File: src/rtl/layer_pkg.sv
// layer_pkg: shared FP32 constants, ECG class encodings and argmax FSM states.
package layer_pkg;
    localparam int FP32_W = 32;
    localparam logic [7:0] FP32_EXP_MAX = 8'hFF;
    localparam int NUM_CLASSES = 4;
    localparam int CLASS_NORMAL = 0;
    localparam int CLASS_AF = 1;
    localparam int CLASS_OTHER = 2;
    localparam int CLASS_NOISY = 3;
    typedef enum logic [1:0] {IDLE, SCAN, DONE} argmax_state_t;
endpackage

File: src/rtl/fp32_relu_clamp.sv
// fp32_relu_clamp: ReLU-style clamp of one FP32 word; negatives (incl. -0) and NaNs become +0.
module fp32_relu_clamp
    import layer_pkg::*;
(
    input  logic [FP32_W-1:0] din_i,
    output logic [FP32_W-1:0] dout_o,
    output logic              is_nan_o
);
    assign is_nan_o = (din_i[30:23] == FP32_EXP_MAX) && (din_i[22:0] != 23'd0);
    assign dout_o = (din_i[31] || is_nan_o) ? '0 : din_i;
endmodule

File: src/rtl/layer4_argmax.sv
// layer4_argmax: captures one frame of layer-4 FP32 scores and scans it one element
// per cycle, reporting the index and value of the largest clamped score.
module layer4_argmax
    import layer_pkg::*;
#(
    parameter int N_CLASSES = 4,
    parameter int DATA_W = 32,
    parameter int IDX_W = (N_CLASSES > 1) ? $clog2(N_CLASSES) : 1
) (
    input  logic                        clk,
    input  logic                        rst_n,
    input  logic                        in_valid,
    output logic                        in_ready,
    input  logic [N_CLASSES*DATA_W-1:0] in_data,
    output logic                        out_valid,
    input  logic                        out_ready,
    output logic [IDX_W-1:0]            out_class,
    output logic [DATA_W-1:0]           out_score,
    output logic                        out_nan
);
    localparam logic [IDX_W-1:0] LAST = IDX_W'(N_CLASSES - 1);

    argmax_state_t state_q, state_d;
    logic [N_CLASSES*DATA_W-1:0] frame_q, frame_d;
    logic [IDX_W-1:0] cnt_q, cnt_d, idx_q, idx_d;
    logic [DATA_W-1:0] best_q, best_d, elem_raw, elem_c;
    logic nan_q, nan_d, elem_nan;

    // Single clamp shared between the accept cycle (elem0) and the scan cycles.
    assign elem_raw = (state_q == SCAN) ? frame_q[int'(cnt_q)*DATA_W +: DATA_W] : in_data[DATA_W-1:0];

    fp32_relu_clamp u_clamp (
        .din_i    (elem_raw),
        .dout_o   (elem_c),
        .is_nan_o (elem_nan)
    );

    assign in_ready = (state_q == IDLE);
    assign out_valid = (state_q == DONE);
    assign out_class = idx_q;
    assign out_score = best_q;
    assign out_nan = nan_q;

    always_comb begin
        state_d = state_q;
        frame_d = frame_q;
        cnt_d = cnt_q;
        best_d = best_q;
        idx_d = idx_q;
        nan_d = nan_q;
        if (state_q == IDLE) begin
            if (in_valid) begin
                frame_d = in_data;
                best_d = elem_c;
                idx_d = '0;
                nan_d = elem_nan;
                cnt_d = IDX_W'(1);
                state_d = (N_CLASSES == 1) ? DONE : SCAN;
            end
        end else if (state_q == SCAN) begin
            // Strict compare of magnitude bits keeps the lower index on ties.
            if (elem_c[30:0] > best_q[30:0]) begin
                best_d = elem_c;
                idx_d = cnt_q;
            end
            nan_d = nan_q | elem_nan;
            cnt_d = cnt_q + 1'b1;
            state_d = (cnt_q == LAST) ? DONE : SCAN;
        end else begin
            state_d = out_ready ? IDLE : DONE;
        end
    end

    always_ff @(posedge clk or negedge rst_n) begin
        if (!rst_n) begin
            state_q <= IDLE;
            frame_q <= '0;
            cnt_q <= '0;
            best_q <= '0;
            idx_q <= '0;
            nan_q <= 1'b0;
        end else begin
            state_q <= state_d;
            frame_q <= frame_d;
            cnt_q <= cnt_d;
            best_q <= best_d;
            idx_q <= idx_d;
            nan_q <= nan_d;
        end
    end
endmodule

File: config.mk
export PLATFORM = sky130hd
export DESIGN_NAME = layer4_argmax
export DESIGN_NICKNAME = d
export VERILOG_FILES = /design/src/rtl/layer_pkg.sv /design/src/rtl/fp32_relu_clamp.sv /design/src/rtl/layer4_argmax.sv
export SDC_FILE = /design/constraint.sdc
export NUM_CORES = 1
export LEC_CHECK = 0
export CELL_PAD_IN_SITES_DETAIL_PLACEMENT = 0
export CELL_PAD_IN_SITES_GLOBAL_PLACEMENT = 1
export CORE_MARGIN = 3
export CORE_UTILIZATION = 40
export CTS_BUF_LIST = sky130_fd_sc_hd__clkbuf_8
export DETAILED_ROUTE_END_ITERATION = 8
export PLACE_DENSITY_LB_ADDON = 0.1
export SKIP_CTS_REPAIR_TIMING = 1
export SYNTH_ARGS = -nofsm -noshare
export SYNTH_HDL_FRONTEND = slang
export SYNTH_SLANG_ARGS = --single-unit
File: constraint.sdc
create_clock -name clk -period 7.2 [get_ports clk]
set_clock_uncertainty 0.1 [all_clocks]
set_input_delay 1.8 -clock clk [delete_from_list [all_inputs] [get_ports clk]]
set_output_delay 1.8 -clock clk [all_outputs]
set_load 0.02 [all_outputs]
# After elaboration in Yosys (flattened, before gate mapping)

Cells that the tools add are included.

Output and inout port bits: 37
Logic and storage cells: 44
Flip-flop bits (word level): 167
Input port bits: 132

Multiplexer cells: 20
Bitwise gates (word level): 1
Add/sub/neg operators: 1
$lt $le $gt $ge: 1
Equal/unequal tests: 5
Reduce and logical (&&, ||, !) cells: 9
Shift-type cells: 1

Operator list:

| operator                                                               | number |
|---|---|
| 32-bit 2-to-1 mux                                                      | 6 |
| 128-bit by 8-bit indexed part select with 32-bit output                | 1 |
| 31-bit > comparator                                                    | 1 |
| 23-bit nonzero test                                                    | 1 |
| 2-bit 2-to-1 mux                                                       | 11 |
| 8-bit equality test (second input constant)                            | 1 |
| 2-bit equality test (second input constant)                            | 2 |
| 2-bit AND reduction                                                    | 2 |
| 2-bit nonzero test                                                     | 2 |
| 1-bit 2-to-1 mux                                                       | 3 |
| 3-bit AND reduction                                                    | 1 |
| 2-bit by 1-bit adder with 2-bit output (second input constant)         | 1 |
| 2-bit by 1-bit equality test with 1-bit output (second input constant) | 1 |
| 2-bit zero test                                                        | 1 |
| 2-bit != test (second input constant)                                  | 1 |
| 1-bit logical AND                                                      | 1 |
| 1-bit logical OR                                                       | 1 |
| 1-bit OR                                                               | 1 |

# Longest topological paths before layout

Depth in word-level cells: 10
Mapped depth: 23
Gate-level depth less buffers: 15

# By module

From an unflattened synthesis, not the netlist that was laid out.

Cell total of the unflattened synthesis: 956
Area total of the unflattened synthesis: 8,790.9 um^2

Modules (own cells, without submodules):

| module          | area each (um^2) | cells each | sequential area each (um^2) | times used |
|---|---|---|---|---|
| layer4_argmax   | 8,353.0          | 899        | 4,179.0                     | 1 |
| fp32_relu_clamp | 437.9            | 57         | 0.0                         | 1 |

# Least setup slack after synthesis

Ideal clock, no wire load.

Path type: input port to flip-flop
From: in in_data[22]
To: reg best_q[2] (netlist: out_score[2])
Path slack: 1,340 ps
Buffers on the path: 2
Data arrival time: 5,635 ps
Setup time: 125 ps
Required time: 6,975 ps
Stages on the path: 14
Cells stage by stage: a222oi_1 and3_1 nand4_1 o41a_1 buf_4 a21oi_2 ha_1 nand4_1 or4_1 or3_1 a311oi_1 or2_1 buf_2 mux2_2

Cells in the longest elaborated chain, start to end: 8
Elaborated cells between the ends (all ways): 12
Those cells by class: 1 x order compare; 6 x mux; 5 x reduce/logical

RTL lines:

| item                                                                      | RTL line              | source |
|---|---|---|
| start: declaration                                                        | layer4_argmax.sv:14   | `input logic [N_CLASSES*DATA_W-1:0] in_data,` |
| 32-bit 2-to-1 mux *                                                       | layer4_argmax.sv:30   | `assign elem_raw = (state_q == SCAN) ? frame_q[int'(cnt_q)*DATA_W +: DATA_W] : in_data[DATA_W-1:0];` |
| 23-bit nonzero test                                                       | fp32_relu_clamp.sv:9  | `assign is_nan_o = (din_i[30:23] == FP32_EXP_MAX) && (din_i[22:0] != 23'd0);` |
| 1-bit logical AND                                                         | fp32_relu_clamp.sv:9  |  |
| 1-bit logical OR                                                          | fp32_relu_clamp.sv:10 | `assign dout_o = (din_i[31] \|\| is_nan_o) ? '0 : din_i;` |
| 32-bit 2-to-1 mux *                                                       | fp32_relu_clamp.sv:10 |  |
| 31-bit > comparator / 32-bit 2-to-1 mux (equally long branches)           | layer4_argmax.sv:62   | `if (elem_c[30:0] > best_q[30:0]) begin` |
| 2-bit nonzero test (no line) / 32-bit 2-to-1 mux (equally long branches)  | n/a                   |  |
| 3-bit AND reduction (no line) / 32-bit 2-to-1 mux (equally long branches) | n/a                   |  |
| end signal: assignment                                                    | layer4_argmax.sv:86   | `best_q <= best_d;` |
| end: declaration                                                          | layer4_argmax.sv:26   | `logic [DATA_W-1:0] best_q, best_d, elem_raw, elem_c;` |

Mark *: on every way between the ends. The rest lies on a longest branch, timed or not. The select of a mux whose other input is x is not followed.
A chain may end at the register's enable or synchronous reset.

# Worst setup path after layout

From: in in_data[8]
To: reg best_q[18] (netlist: out_score[18])

Same word-level chain as after synthesis.

==> results.py <==
metrics = {
    "critical_path": {
        "critPathMaxStageDelay_ps": 650,
        "criticalPathCategory": "primary input to flop",
        "required_ps": 7440,
        "crit_path_start": "in_data[8]",
        "cp.arrival_ps": 6480,
        "r2r-start": "cnt_q[1]",
        "slowest_stage": "o41a_1",
        "crit_top_cell": "buf_4",
        "critPathMaxFanout": 12,
        "endpoint_kind": "flop",
        "rr_endpoint": "out_score[18]",
        "crit_path_end": "out_score[18]",
        "rrSetupSlack_ps": 1150,
        "critPathLaunchType": "primary input",
        "reg2reg_depth": 16,
        "path_cells": "clkdlybuf4s50_1, a222oi_1, buf_4, and3_1, nand4_1, o41a_1, buf_4, a21oi_2, ha_1, nand2_1, or4_1, or4_1, mux2i_1, a311oi_1, or2_1, buf_4, mux2_1",
    },
    "cts": {
        "h-tree-depth": 4,
        "cts.path.max_buffers": 2,
        "cts_root_buf": "clkbuf_8",
        "cts_tree": "yes",
        "path_clk_slew_ps": 80,
        "cts_made_buffers": 17,
        "cts.sinks": 167,
        "clk_latency_ps": 460,
    },
    "synthesis": {
        "post-synth-top-area-cell": "dfrtp_1",
        "avgSynthCellArea_um2": 9.14,
        "syn_nets": 1117,
        "ys_types": 48,
        "ys_top_cells_by_area": "dfrtp_1 48%, nand2_1 17%, mux4_2 6.5%",
        "synth_top_flop_cell": "dfrtp_1",
        "synth_cells": 953,
        "yosys.cell_count.top_type": "nand2_1",
        "synth_top_area_share": 0.480,
        "synth-edff-count": 0,
        "synth-async-reset-ratio": 1.00,
        "ys_warn_count": 0,
        "synthTopCellsByCount": "396 x nand2_1, 167 x dfrtp_1, 42 x clkbuf_1, 32 x ha_1, 32 x inv_1",
        "syn_area_mm2": 0.00871,
        "ys_seq_area_frac": 0.480,
        "ys_seq_elements": 167,
    },
    "sta": {
        "hold_viol": 0,
        "period_minus_slack_ps": 6240,
        "clock.fmax_mhz": 160,
        "setup_viol_count_final": 0,
        "final_max_slew_viol_count": 0,
        "fin_hold_ws_ps": 376,
        "period_share": 0.867,
        "fin_setup_tns_ps": 0,
        "rsz0062_at_grt": "no",
        "slew_headroom": 0.478,
        "worst-slew-pin-transition_ps": 783,
    },
    "route": {
        "vias": 7105,
        "ant_nets": 0,
        "post-route-drc-count": 0,
        "routed_via_density": 5.11,
        "firstDrtPassIters": 5,
        "wl_per_cell_um": 18.0,
        "dr.first_iter.drc_count": 513,
        "wirelength_um": 25100,
    },
    "power_and_ir_drop": {
        "cellPowerDensity_mw_per_mm2": 456,
        "vdd_drop_max_v": 0.000216,
        "p_leak_uw": 0.00521,
        "totalPowerFinal_uw": 5040,
    },
    "placement": {
        "place.gp.congestion": 0.874,
        "hpwl_um": 18700,
        "io_buffers": 168,
        "place_inst": 1360,
    },
    "finish": {
        "diodes": 0,
        "fin_util": 0.522,
        "stdcell_count": 1391,
        "drive_gt1_frac": 0.101,
        "area_growth_pct": 27.1,
        "final_nets": 1268,
        "num-fill-cells": 2028,
    },
    "global_routing": {
        "grt_max_degree": 74,
        "grt_use_total": 0.213,
        "antenna_found_initial": 0,
        "grt_pass1_wl_um": 39600,
        "grt_pass1_vias": 6978,
        "grt_overflow_total": 0,
    },
    "floorplan": {
        "fp-row-count": 53,
        "start_util": 0.411,
        "die-width_um": 154,
        "io_pins": 169,
        "core_mm2": 0.0212,
        "die_height_um": 154,
        "dieArea_mm2": 0.0236,
    },
    "worst_hold_path": {
        "min_path_type": "flop to flop",
    },
    "status": {
        "status": "complete, no violations",
    },
    "job": {
        "maxCapViolations": 0,
    },
}
==> cell type report <==
cell class                 instances  area [µm²]  share of cell area
clock buffer                      19         262              0.0236
clock inverter                    12         119              0.0107
inverter                          32         120              0.0108
multi-input combinational        695        4180               0.378
sequential                       167        4180               0.378
tap                              275         344              0.0311
timing repair buffer             191        1870               0.169
==> registers in the layout, summed over array words and instances (netlist names) <==
register,cells
frame_q,128
out_score,32
cnt_q,2
out_class,2
state_q,2
out_nan,1
==> report_power, final <==
part           switching [µW]  internal, µW
Combinational            1520          1190
Clock                     367           296
Sequential                303          1360
==> worst min path at each step <==
stage / end / slack (ps) / cells after the start / startpoint
5_1_grt: frame_q[15] / 390 / 2 / frame_q[15]
6_report: frame_q[86] / 380 / 2 / frame_q[86]
3_5_place_dp: frame_q[103] / 360 / 2 / frame_q[103]
3_3_place_gp: frame_q[43] / 350 / 2 / frame_q[43]
2_1_floorplan: frame_q[102] / 340 / 2 / frame_q[102]
4_1_cts: frame_q[118] / 380 / 2 / frame_q[118]
==> critical path: cells and delay by family <==
kind	cells	cell delay (ps)
AND/OR/NAND/NOR	6	1680
multiplexers	2	470
adder cells (fa/ha/maj)	1	140
buffers and inverters	4	1140
AO/OA/AOI/OAI	4	1250
==> per-stage QoR <==
| step | setup slack [ps] | area (µm²) |
|---|---|---|
| floorplan | 1340 | 8710 |
| global route | 719 | 11100 |
| detailed placement | 511 | 10700 |
| CTS | 995 | 11100 |
| global placement | 639 | 10700 |
| finish | 956 | 11100 |
==> metal layers <==
layer | GRT usage | vias to the layer above | share of wire
li1 | - | 3512 | -
met1 | 0.341 | 3369 | 0.52
met2 | 0.301 | 202 | 0.43
met3 | 0.0391 | 22 | 0.047
met4 | 0.0458 | 0 | 0.011
met5 | 0 | - | 0
==> kinds of logic (layout without fill, tap and decap cells) <==
logic type                 count (synthesis)  after routing  synth area share
adders and majority gates                 32             32            0.0459
AOI/OAI and AO/OA                         84             84            0.0701
DFF                                      167            167             0.480
muxes                                     65             65             0.114
and+or+nand+nor                          514            514             0.248
buffers and inverters                     91            254            0.0422
==> cells in the final DEF (no fill, tap or decap), types with 4 or more instances in the layout <==
master and count:
nand4_1 8, nand3_1 27, ha_1 32, nor4_1 4
mux2_2 8, buf_4 22, mux2_1 19, inv_1 32
o21ai_0 6, nor3_1 10, clkdlybuf4s50_1 167, mux4_2 25
dfrtp_1 166, nand3b_1 23, a21oi_1 18, or4_1 7
a211oi_1 4, nor2_1 25, clkbuf_8 19, o22ai_1 12
nand2_1 395, a21oi_2 19, mux2i_1 13
(Power assumes the default switching activity.)
